## src/rtl/dmem_miss_ctrl.sv

```systemverilog
// ============================================================================
// Module   : dmem_miss_ctrl
// Brief    : Data-cache miss sequencer: lookup, dirty write-back, refill, retry.
// Revision : 1.0
// ============================================================================
`default_nettype none

module dmem_miss_ctrl #(
    parameter int ADDR_W    = 16,
    parameter int DATA_W    = 32,
    parameter int BLK_WORDS = 4,
    parameter int SET_W     = 4,
    localparam int WB_W     = $clog2(BLK_WORDS),
    localparam int TAG_W    = ADDR_W - SET_W - WB_W - 2
) (
    input  logic              clk,
    input  logic              rst_n,
    input  logic              dm_read,
    input  logic              dm_write,
    input  logic [ADDR_W-1:0] addr,
    input  logic [DATA_W-1:0] wdata,
    input  logic              cache_hit,
    input  logic              victim_dirty,
    input  logic [TAG_W-1:0]  victim_tag,
    output logic              stall,
    output logic [ADDR_W-1:0] lat_addr,
    output logic              rd_valid,
    output logic              cache_we,
    output logic [DATA_W-1:0] cache_wdata,
    output logic              fill_we,
    output logic [WB_W-1:0]   fill_idx,
    output logic              mem_req,
    output logic              mem_we,
    output logic [ADDR_W-1:0] mem_addr,
    input  logic              mem_ack,
    output logic              err,
    output logic [15:0]       miss_count
);

    typedef enum logic [2:0] {
        S_IDLE   = 3'd0,
        S_LOOKUP = 3'd1,
        S_WB     = 3'd2,
        S_FILL   = 3'd3,
        S_DONE   = 3'd4
    } state_t;

    localparam logic [WB_W-1:0] c_LAST = WB_W'(BLK_WORDS - 1);
    localparam logic [WB_W-1:0] c_ONE  = WB_W'(1);

    state_t              r_state;
    logic [WB_W-1:0]     r_cnt;
    logic [ADDR_W-1:0]   r_addr;
    logic [DATA_W-1:0]   r_wdata;
    logic                r_is_write;
    logic                r_refilled;
    logic                r_err;
    logic [15:0]         r_miss_count;

    logic                w_accept;
    logic                w_last;
    logic [TAG_W-1:0]    w_tag;
    logic [SET_W-1:0]    w_set;

    assign w_accept = (r_state == S_IDLE) && (dm_read || dm_write);
    assign w_last   = (r_cnt == c_LAST);
    assign w_tag    = r_addr[ADDR_W-1 -: TAG_W];
    assign w_set    = r_addr[WB_W+2 +: SET_W];

    always_ff @(posedge clk or negedge rst_n) begin
        if (!rst_n) begin
            r_state      <= S_IDLE;
            r_cnt        <= '0;
            r_addr       <= '0;
            r_wdata      <= '0;
            r_is_write   <= 1'b0;
            r_refilled   <= 1'b0;
            r_err        <= 1'b0;
            r_miss_count <= '0;
        end else begin
            case (r_state)
                S_IDLE: begin
                    if (w_accept) begin
                        r_addr     <= addr;
                        r_wdata    <= wdata;
                        r_is_write <= dm_write;
                        r_state    <= S_LOOKUP;
                    end
                end
                S_LOOKUP: begin
                    if (cache_hit) begin
                        r_state <= S_DONE;
                    end else if (r_refilled) begin
                        // A miss right after our own refill means the cache lost the block.
                        r_err   <= 1'b1;
                        r_state <= S_DONE;
                    end else begin
                        if (r_miss_count != 16'hFFFF)
                            r_miss_count <= r_miss_count + 16'd1;
                        r_cnt   <= '0;
                        r_state <= victim_dirty ? S_WB : S_FILL;
                    end
                end
                S_WB: begin
                    if (mem_ack) begin
                        if (w_last) begin
                            r_cnt   <= '0;
                            r_state <= S_FILL;
                        end else begin
                            r_cnt <= r_cnt + c_ONE;
                        end
                    end
                end
                S_FILL: begin
                    if (mem_ack) begin
                        if (w_last) begin
                            r_cnt      <= '0;
                            r_refilled <= 1'b1;
                            r_state    <= S_LOOKUP;
                        end else begin
                            r_cnt <= r_cnt + c_ONE;
                        end
                    end
                end
                S_DONE: begin
                    r_refilled <= 1'b0;
                    r_state    <= S_IDLE;
                end
                default: r_state <= S_IDLE;
            endcase
        end
    end

    // Access pulses depend on the live tag compare for the latched address.
    always_comb begin
        stall    = w_accept;
        rd_valid = 1'b0;
        cache_we = 1'b0;
        fill_we  = 1'b0;
        fill_idx = '0;
        mem_req  = 1'b0;
        mem_we   = 1'b0;
        mem_addr = '0;
        case (r_state)
            S_LOOKUP: begin
                stall    = 1'b1;
                rd_valid = cache_hit && !r_is_write;
                cache_we = cache_hit && r_is_write;
            end
            S_WB: begin
                stall    = 1'b1;
                mem_req  = 1'b1;
                mem_we   = 1'b1;
                mem_addr = {victim_tag, w_set, r_cnt, 2'b00};
                fill_idx = r_cnt;
            end
            S_FILL: begin
                stall    = 1'b1;
                mem_req  = 1'b1;
                mem_addr = {w_tag, w_set, r_cnt, 2'b00};
                fill_idx = r_cnt;
                fill_we  = mem_ack;
            end
            default: ;
        endcase
    end

    assign lat_addr    = r_addr;
    assign cache_wdata = r_wdata;
    assign err         = r_err;
    assign miss_count  = r_miss_count;

endmodule

`default_nettype wire

```

## config.mk

```make
export PLATFORM = sky130hd
export DESIGN_NAME = dmem_miss_ctrl
export DESIGN_NICKNAME = d
export VERILOG_FILES = /design/src/rtl/dmem_miss_ctrl.sv
export SDC_FILE = /design/constraint.sdc
export NUM_CORES = 1
export LEC_CHECK = 0
export BUFFER_PORTS_ARGS = -buffer_cell sky130_fd_sc_hd__buf_2
export CORE_UTILIZATION = 42
export DETAILED_ROUTE_END_ITERATION = 8
export PLACE_DENSITY = 0.76
export REMOVE_ABC_BUFFERS = 1
export SKIP_CTS_REPAIR_TIMING = 1
export SYNTH_ARGS = -nofsm -noshare
export SYNTH_HDL_FRONTEND = slang
export SYNTH_SLANG_ARGS = --single-unit
```

## constraint.sdc

```tcl
create_clock -name clk -period 1.94 [get_ports clk]
set_input_delay 0.291 -clock clk [delete_from_list [all_inputs] [get_ports clk]]
set_output_delay 0.291 -clock clk [all_outputs]
set_load 0.05 [all_outputs]
```

* Word-level counts from Yosys, hierarchy flattened
Cells that the tools add are included.
** Storage, ports and cells
- Output and inout port bits :: 89
- Logic and storage cells :: 67
- Bits of input ports :: 63
- Register bits :: 72
** Cells by class
- Add/subtract/negate cells :: 2
- Muxes and demuxes :: 25
- Eq/ne operators :: 14
- Bitwise logic cells :: 2
- Reductions and logical operators :: 16
** Operator list (number)
- 16-bit one-hot mux with 2 select lines :: 1
- 3-bit two-way mux :: 7
- 16-bit by 1-bit adder with 16-bit output, second input constant :: 1
- 16-bit inequality test, second input constant :: 1
- 2-bit inequality test, second input constant :: 7
- 3-bit one-hot mux with 4 select lines :: 1
- 2-bit two-way mux :: 5
- 1-bit two-way mux :: 9
- 4-bit AND reduction :: 2
- 3-bit by 2-bit equality test with 1-bit output, second input constant :: 2
- 3-bit AND reduction :: 2
- 5-bit AND reduction :: 1
- 2-bit one-hot mux with 2 select lines :: 1
- 2-bit nonzero test :: 2
- 3-bit by 1-bit equality test with 1-bit output, second input constant :: 1
- 3-bit equality test, second input constant :: 1
- 1-bit logical AND :: 3
- 3-bit logical NOT :: 1
- 3-bit OR reduction :: 1
- 2-bit by 1-bit adder with 2-bit output, second input constant :: 1
- 2-bit equality test, second input constant :: 1
- 2-bit by 1-bit inequality test with 1-bit output, second input constant :: 1
- 1-bit inverter :: 2
- 1-bit one-hot mux with 2 select lines :: 1
- 4 further kinds :: 4

* Depth between registers and ports, before layout
- Word-level depth :: 4
- Gate-level depth with buffers :: 6
- Depth with buffers taken out :: 5

* Least setup slack after synthesis
Ideal clock, no wire load.
- Path kind :: reg-to-reg
- From :: register r_miss_count[0] (netlist: miss_count[0])
- To :: register r_miss_count[1] (netlist: miss_count[1])
- Cell stages (with the launch flop) :: 6
- Data required time :: 1.815 ns
- Slack :: -0.283 ns
- Buffers on the path :: 0
- Arrival :: 2.098 ns
- Library setup time :: 0.125 ns
- Cell sequence :: dfrtp_1 ha_1 nand4_1 nor4_1 nor2_1 mux2_2
** Between the ends
- Cells in the longest elaborated chain, start to end :: 2
- Elaborated cells between the ends (all ways) :: 3
- Those cells by class :: add/sub (1); eq/ne (1); reduce/logical (1)
** RTL lines
- start, declared :: RTL line 58 : logic [15:0] r_miss_count;
- start signal, assigned :: RTL line 99 : r_miss_count <= r_miss_count + 16'd1;
- parallel branches: the longest is 2 deep, another holds 16-bit by 1-bit adder with 16-bit output
Several ways; the timed one is not identified.
A chain may end at the register's enable or synchronous reset.

* Worst setup path after layout
- From :: register r_state[1]
- To :: register r_miss_count[12] (netlist: miss_count[12])
** Between the ends
- Cells in the longest elaborated chain, start to end :: 2
** RTL lines
- start, declared :: RTL line 51 : state_t r_state;
- start signal, assigned :: RTL line 101 : r_state <= victim_dirty ? S_WB : S_FILL;
- 3-bit by 1-bit equality test with 1-bit output :: RTL line 81 : case (r_state)
- 4-bit AND reduction (no line)
No other way between the ends.

==> impl_metrics.yaml <==
pwr:
  p_per_area_nw_per_um2: 2000
  p_int_w: 0.00454
  combinationalPowerShare_pct: 57.7
  netSwitchingFraction_pct: 49.8
  p_leak_nw: 2.24
  irDropWorstVdd_mv: 1.31
  power_frac_seq_pct: 27.9
  power.switching_w: 0.00451
  clockPowerShare_pct: 14.4
hold_path:
  hold_path.class: "in -> reg"
synthesis:
  avgSynthCellArea_um2: 12.4
  synth_cell_types: 35
  yosys.area.top_type_share_pct: 56.3
  ys_seq_area_share_pct: 56.3
  ys_warn_count: 0
  ys_ff_latch: 72
  synth_top_area_cell: "dfrtp_1"
  syn_area_um2: 3200
  synth.area.top_cells: "dfrtp_1 56%, mux2_2 18%, mux2i_1 2.5%"
  synthCells: 259
setup_path:
  worstPathRequired_ns: 2.21
  start_kind: "flip-flop"
  crit_type: "reg -> reg"
  crit_fanout: 4
  endpoint_kind: "flip-flop"
  worst_ep_arrival_time_ns: 2.16
floorplan:
  rows: 31
  start_util_pct: 43.7
  io_pins: 152
  die_area_um2: 7980
  die_w_um: 89.3
  die_y_um: 89.3
  core-area_um2: 7330
placement:
  dp_hpwl_um: 5930
  gp_congestion: 0.778
  place_inst: 514
  port_buffers: 149
  pre_cts_ws_ns: 0.0220
  post_dp_cell_area_um2: 4170
timing:
  setup_viol_count_final: 0
  fmax_mhz: 528
  hold_slack_ns: 0.174
  skew_ns: 0.00829
  slew_violations: 0
  finalCritPeriodShare_pct: 97.7
  hold_violations: 0
  period_needed_ns: 1.90
  setup_tns_ns: 0
  setup_ws_ns: 0.0449
cells_and_area:
  multi_input_area_um2: 1370
  diodes: 0
  fillers: 594
  fin_cells: 530
  drive_above_1_share_pct: 57.3
  seq_area_um2: 1800
  fin_nets: 492
  design_area_um2: 4530
  synthToLayoutAreaGrowth_pct: 41.3
global_route:
  met2_usage_pct: 34.4
  grtUsageMet1_pct: 25.2
  first_global_vias: 2644
  grt_max_degree: 73
  grt_overflow: 0
  grt_use_total_pct: 21.0
  use_met3_pct: 7.66
  grt_pass1_wl_um: 12500
  gr-max-usage-layer: "met2"
  antenna_found_initial: 0
flow_run:
  max_cap_violations: 0
drt:
  routedWlPerCell_um: 15.5
  drtIter0Drc: 80
  drt_drc_violations_left: 0
  viasPerCell: 5.02
  wl_um: 8200
  ant_nets: 0
  vias: 2663
  dr.pass1.iters: 4
status:
  outcome: "completed"
clock_network:
  clk_pin_slew_ns: 0.08
  clock_latency_ns: 0.34
  cts_buffer_depth: 2
  cts.sinks: 72
  root_buffer: "clkbuf_8"
  h-tree-depth: 3
  cts_tree: "yes"
  cts_inserted_buffers: 9
cells by family after synthesis:
family	after synthesis	synth area share (%)
adders and majority gates	2	0.781
DFF	72	56.3
buffers and inverters	16	2.46
muxes	60	20.8
other	1	0.117
AOI/OAI and AO/OA	16	3.12
xor gates and xnor gates	9	2.46
and+or+nand+nor	83	14.0
critical path: stages, from the launching register on:
cell and delay, ns:
dfrtp_1 0.39, or3b_4 0.40, or4_4 0.53, buf_6 0.15, nor3b_4 0.19, xor2_1 0.16
area by class of cell:
type / count / share of cell area, %
timing repair buffer: 168 / 22.1
tap: 99 / 2.74
clock inverter: 5 / 1.80
sequential: 72 / 39.8
inverter: 4 / 0.387
multi-input combinational: 172 / 30.2
clock buffer: 10 / 3.04
sequential cells by signal, summed over array words and instances (netlist names):
signal,flops
r_is_write,1
cache_wdata,32
lat_addr,16
err,1
r_state,3
r_cnt,2
r_refilled,1
miss_count,16
synth_stat cells:
cell / count
a22o_1: 1
a22oi_1: 1
a31o_2: 1
and2_1: 8
and3_1: 4
and4_1: 1
buf_2: 6
buf_4: 3
clkbuf_1: 3
conb_1: 1
dfrtp_1: 72
ha_1: 2
inv_1: 4
mux2_1: 1
mux2_2: 51
mux2i_1: 8
nand2_1: 16
nand2b_1: 2
nand3_1: 5
nand4_1: 8
nor2_1: 17
nor2b_1: 1
nor3_1: 7
nor3_2: 2
nor3b_1: 1
nor3b_2: 1
nor4_1: 6
o21a_1: 2
o21ai_0: 9
o31ai_1: 2
or2_2: 1
or3_1: 1
or3b_4: 1
or4_4: 1
xor2_1: 9
metrics by stage:
step           power, W  utilization [%]
6_report        0.00905             61.8
5_1_grt         0.00950             61.8
4_1_cts         0.00897             59.9
3_5_place_dp    0.00762             56.9
3_3_place_gp    0.00750             56.9
2_1_floorplan   0.00628                -
final timing paths:
| path | startpoint | to | slack [ns] | cells past startpoint |
|---|---|---|---|---|
| min in group asynchronous | rst_n | lat_addr[0] | 0.50 | 3 |
| min reg2reg | err | err | 0.48 | 1 |
| max reg2reg | r_state[1] | miss_count[12] | 0.04 | 5 |
| max in group asynchronous | rst_n | r_cnt[1] | 1.14 | 3 |
| min | wdata[21] | cache_wdata[21] | 0.17 | 2 |
| max | r_state[1] | miss_count[12] | 0.04 | 5 |
cell usage in the layout, fill, tap and decap left out, types with 2 or more instances in the layout:
cell type | Yosys | layout
nand3_1 | 5 | 5
clkbuf_4 | 0 | 7
buf_2 | 6 | 129
o21ai_0 | 9 | 8
bufinv_16 | 0 | 2
nor4_1 | 6 | 4
clkbuf_8 | 0 | 10
nor2_1 | 17 | 17
nor3_1 | 7 | 6
and3_1 | 4 | 4
nand4_1 | 8 | 8
buf_12 | 0 | 2
nor3_2 | 2 | 2
dfrtp_1 | 72 | 72
nand2_1 | 16 | 16
o31ai_1 | 2 | 2
buf_6 | 0 | 7
conb_1 | 1 | 2
and2_1 | 8 | 8
nor4_2 | 0 | 2
xor2_1 | 9 | 9
inv_1 | 4 | 3
buf_4 | 3 | 21
ha_1 | 2 | 2
mux2_2 | 51 | 51
mux2i_1 | 8 | 8
routing by layer:
layer / wire, um / vias to the layer above
met4: 116 / 0
li1: - / 1256
met5: 0 / -
met2: 4210 / 95
met3: 605 / 10
met1: 3270 / 1302
power by group through the flow:
stage	clock network [W]	registers [W]	logic, W
2_1_floorplan	0	0.00450	0.00177
3_3_place_gp	0	0.00249	0.00501
3_5_place_dp	0	0.00253	0.00509
4_1_cts	0.00135	0.00251	0.00510
5_1_grt	0.00139	0.00261	0.00550
6_report	0.00131	0.00253	0.00522
Note: power is estimated with default switching activity, not from simulation.
